**src/rtl/ge_feeder.sv**
```systemverilog
// Row feeder for a Gaussian-elimination array: streams DAT_D rows in triangularize mode,
// then triggers systemize mode. Define GE_FEEDER_CYCLE_CNT_EN to add the run-length counter.
module ge_feeder #(
   parameter int unsigned DAT_W  = 8,
   parameter int unsigned DAT_D  = 8,
   parameter int unsigned ADDR_W = (DAT_D > 1) ? $clog2(DAT_D) : 1
) (
   input  logic              clk,
   input  logic              rst,
   input  logic              go,
   output logic [ADDR_W-1:0] mem_addr,
   output logic              mem_rden,
   input  logic [DAT_W-1:0]  mem_q,
   output logic              sa_mode,
   output logic              sa_start,
   output logic [DAT_W-1:0]  sa_data,
   input  logic              sa_finish,
   input  logic              sa_full_rank,
   output logic              busy,
   output logic              done,
   output logic              full_rank,
   output logic [31:0]       cycles
);

   typedef enum logic [2:0] {
      StIdle,
      StPrefetch,
      StStream,
      StWaitTri,
      StSysStart,
      StWaitSys,
      StDone
   } state_e;

   localparam logic [ADDR_W-1:0] LastRow = ADDR_W'(DAT_D - 1);

   state_e            state_q, state_d;
   logic [ADDR_W-1:0] cnt_q, cnt_d;
   logic              fin_q;
   logic              mode_q, mode_d;
   logic              rank_q, rank_d;
   logic              fin_rise;
   logic              last_row;

   assign fin_rise = sa_finish & ~fin_q;
   assign last_row = (cnt_q == LastRow);

   always_ff @(posedge clk) begin
      if (rst) begin
         state_q <= StIdle;
         cnt_q   <= '0;
         fin_q   <= 1'b0;
         mode_q  <= 1'b0;
         rank_q  <= 1'b0;
      end else begin
         state_q <= state_d;
         cnt_q   <= cnt_d;
         fin_q   <= sa_finish;
         mode_q  <= mode_d;
         rank_q  <= rank_d;
      end
   end

   always_comb begin
      state_d  = state_q;
      cnt_d    = cnt_q;
      mode_d   = mode_q;
      rank_d   = rank_q;
      mem_addr = '0;
      mem_rden = 1'b0;
      sa_start = 1'b0;
      sa_data  = '0;
      done     = 1'b0;
      unique case (state_q)
         StIdle: begin
            if (go) begin
               state_d = StPrefetch;
               mode_d  = 1'b0;
               cnt_d   = '0;
            end
         end
         StPrefetch: begin
            mem_rden = 1'b1;
            cnt_d    = '0;
            state_d  = StStream;
         end
         StStream: begin
            // Read data lags the address by one cycle, so the address runs one row ahead.
            sa_data  = mem_q;
            sa_start = (cnt_q == '0);
            if (!last_row) begin
               mem_addr = cnt_q + ADDR_W'(1);
               mem_rden = 1'b1;
               cnt_d    = cnt_q + ADDR_W'(1);
            end else begin
               mem_addr = LastRow;
               state_d  = StWaitTri;
            end
         end
         StWaitTri: begin
            if (fin_rise) begin
               rank_d  = sa_full_rank;
               mode_d  = 1'b1;
               state_d = StSysStart;
            end
         end
         StSysStart: begin
            sa_start = 1'b1;
            state_d  = StWaitSys;
         end
         StWaitSys: begin
            if (fin_rise) begin
               state_d = StDone;
            end
         end
         StDone: begin
            done    = 1'b1;
            state_d = StIdle;
         end
         default: state_d = StIdle;
      endcase
   end

   assign sa_mode   = mode_q;
   assign full_rank = rank_q;
   assign busy      = (state_q != StIdle);

`ifdef GE_FEEDER_CYCLE_CNT_EN
   logic [31:0] cycles_q;

   always_ff @(posedge clk) begin
      if (rst) begin
         cycles_q <= '0;
      end else if (state_q == StIdle) begin
         if (go) begin
            cycles_q <= '0;
         end
      end else begin
         cycles_q <= cycles_q + 32'd1;
      end
   end

   assign cycles = cycles_q;
`else
   assign cycles = '0;
`endif

endmodule

```
**config.mk**
```make
export PLATFORM = sky130hd
export DESIGN_NAME = ge_feeder
export DESIGN_NICKNAME = d
export VERILOG_FILES = /design/src/rtl/ge_feeder.sv
export SDC_FILE = /design/constraint.sdc
export NUM_CORES = 1
export LEC_CHECK = 0
export ABC_AREA = 1
export BUFFER_PORTS_ARGS = -buffer_cell sky130_fd_sc_hd__buf_2
export CAP_MARGIN = 20
export CORE_MARGIN = 5
export CORE_UTILIZATION = 37
export DETAILED_ROUTE_END_ITERATION = 6
export MAX_ROUTING_LAYER = met4
export PLACE_DENSITY = 0.79
export SLEW_MARGIN = 20
export SYNTH_ARGS = -nofsm -noshare
export SYNTH_HDL_FRONTEND = slang
export SYNTH_SLANG_ARGS = --single-unit
```
**constraint.sdc**
```tcl
create_clock -name clk -period 1.2 [get_ports clk]
set_input_delay 0 -clock clk [delete_from_list [all_inputs] [get_ports clk]]
set_output_delay 0 -clock clk [all_outputs]
set_load 0.02 [all_outputs]
```
==> impl_metrics.toml <==
[die]
die_y_um = 59.0
dieArea_um2 = 3490
num_rows = 17
start_util_pct = 39.5
dieWidth_um = 59.0
ios = 62
core_um2 = 2250

[synth]
yosysTopAreaCell = "buf_4"
synth_seq_cells = 9
synth_area_leaders = "buf_4, dfxtp_1, inv_1, nand2_1, nor2_1"
synth_warnings = 0
yosysUniqueCellTypes = 16
synthesis.instances = 139
ys_seq_area_share_pct = 20.3
synth_top_cell_area_share_pct = 27.8
syn_area_um2 = 890
avgSynthCellArea_um2 = 6.40

[power]
switching_share_pct = 50.0
p_int_mw = 1.47
power_density_nw_per_um2 = 2070
ir_drop_mv = 1.33
comb_power_share_pct = 75.7
p_total_mw = 2.93
p_switching_mw = 1.47
leakagePower_nw = 0.734
clkPwrFrac_pct = 7.7
power.share.sequential_pct = 16.7

[clock_tree]
path_clk_slew_ns = 0.06
h-tree-depth = 1
numClockSinks = 9
clk_path_buf_depth = 2
cts_root_buffer = "clkbuf_4"
cts_tree = "built"
cts_buffers = 3
worstSkewPairLatency_ns = 0.25

[sta]
period_share_pct = 113
slew_violations = 0
rsz0062_at_grt = "true"
max_freq_mhz = 737
finalCriticalPeriod_ns = 1.36
hold_viol = 0
setup_tns_ns = -1.07
setup_violations = 16
fin_skew_ns = 0.00298
setup_ws_ns = -0.157

[setup_path]
crit_top_cell = "ha_4"
reg2regPathDepth = 8
critical_path.startpoint = "cnt_q[1]"
crit_chain = "ha_4 > ha_4 > inv_4 > a21oi_1 > buf_4"
critPathSlowestCell = "dfxtp_2"
critical_path.max_stage_delay_ns = 0.35
r2r_slack_ns = -0.06
cp-end-kind = "output port"
reg2reg_to = "state_q[0]"
setup.worst_path.start_class = "flop"
arrival_ns = 1.36
worst-path-max-fanout = 3
timing.rr.start = "cnt_q[0]"
required_ns = 1.20
crit_type = "reg2out"

[place]
dp_cells = 204
dpl_worst_slack_ns = -0.0623
io_buffers = 29
gp_congestion = 0.858
dp_hpwl_um = 1630

[routing]
final_antenna_net_count = 0
first_pass_iters = 4
drtIter0Drc = 20
wl_per_cell_um = 11.4
viasPerCell = 4.16
drc = 0
wl_um = 2470
dr_total_vias = 903

[grt]
use_met3_pct = 3.05
gr-total-overflow = 0
globalRouteTotalUtil_pct = 13.3
grt_max_degree = 9
top_usage_layer = "met2"
grt_pass1_vias = 868
grtUsageMet2_pct = 23.7
antenna_found_initial = 0
grt_pass1_wl_um = 3530
use_met1_pct = 14.0

[flow_run]
cap_violations = 0

[min_path]
min_from = "sa_full_rank"
holdPathEnd = "full_rank"
min_path_cells = 3
hp-class = "in2reg"

[run_status]
status = "finished with violations"
violations = "setup timing"

[finish]
n_antenna_cell = 0
areaGrowthSynthToFinish_pct = 58.9
stdcell_count = 217
fin_util_pct = 62.7
nets = 207
drive_gt1_share_pct = 48.1
==> per-layer routing <==
metal  share of wire (%)  up-vias
met5                   0        -
met2                  50       50
met3                  12        4
met1                  37      396
met4                 1.3        0
li1                    -      453
==> metrics by stage <==
stage	cell area, µm²	hold WS [ns]
6_report	1410	0.0164
5_1_grt	1410	0.0222
4_1_cts	1350	0.00724
3_5_place_dp	1050	0.226
3_3_place_gp	1050	0.216
2_1_floorplan	1040	0.0617
==> worst max-delay path: cells and delay by family (launching register included) <==
family | cells | cell delay (ns)
compound gates | 1 | 0.22
fa+ha+maj | 2 | 0.30
flops | 1 | 0.35
buf+inv | 2 | 0.23
==> layout by cell type (no fill, tap or decap), drive strengths merged <==
cell type / count
nand3: 8
nor2: 21
dfxtp: 9
inv: 26
buf: 46
conb: 32
clkbuf: 4
nand2: 21
dlygate4sd3: 3
ha: 4
a21oi: 9
o21ai: 6
==> state kept, by name, indices dropped and copies added (netlist names) <==
| signal | flops |
|---|---|
| fin_q | 1 |
| state_q | 3 |
| full_rank | 1 |
| sa_mode | 1 |
| cnt_q | 3 |
==> cells by family (layout without fill, tap and decap cells) <==
family	after synthesis	in the layout	synth area share (%)
buffers and inverters	60	79	39.4
flip-flops	9	9	20.3
AND/OR/NAND/NOR	50	50	25.9
other	1	32	0.422
AO/OA/AOI/OAI	15	15	8.44
adder cells (fa/ha/maj)	4	4	5.63
==> area by class of cell <==
type                       count  area, µm²
fill                         196        841
multi-input combinational    101        648
timing repair buffer          49        407
sequential                     9        193
inverter                      26        105
tap                           28       35.0
clock buffer                   4       26.3
==> worst max-delay path by stage <==
stage	to	slack [ns]	cells past startpoint
after global placement	sa_data[5]	-0.04	6
after floorplan	state_q[0]	0.01	9
after global routing	mem_addr[0]	-0.21	5
final	mem_addr[0]	-0.16	5
after CTS	mem_rden	-0.09	6
after detailed placement	sa_data[5]	-0.06	6
==> Yosys cell counts <==
cell type  count
buf_4         33
ha_1           4
nor2_4         1
nand3_2        2
inv_2          1
nor2_2         3
nor2_1        17
buf_2          1
nand3_1        6
o21ai_0        6
inv_1         25
a21oi_1        9
nand2_1       18
nand2_2        3
dfxtp_1        9
conb_1         1
==> power groups by stage <==
stage               Clock [mW]  Sequential (mW)  Combinational (mW)
CTS                      0.236            0.482                2.00
global route             0.251            0.494                2.43
global placement             0            0.470                1.44
floorplan                    0            0.436                1.08
finish                   0.224            0.488                2.22
detailed placement           0            0.474                1.45
==> repair_timing <==
action	in CTS	in global routing
endpoints found under the hold margin	4	0
setup buffers	5	1
endpoints found under the setup margin	17	22
pin swaps	9	4
hold buffers	3	0
resized for setup	68	14
No activity file was read; power rests on OpenSTA's default activity.
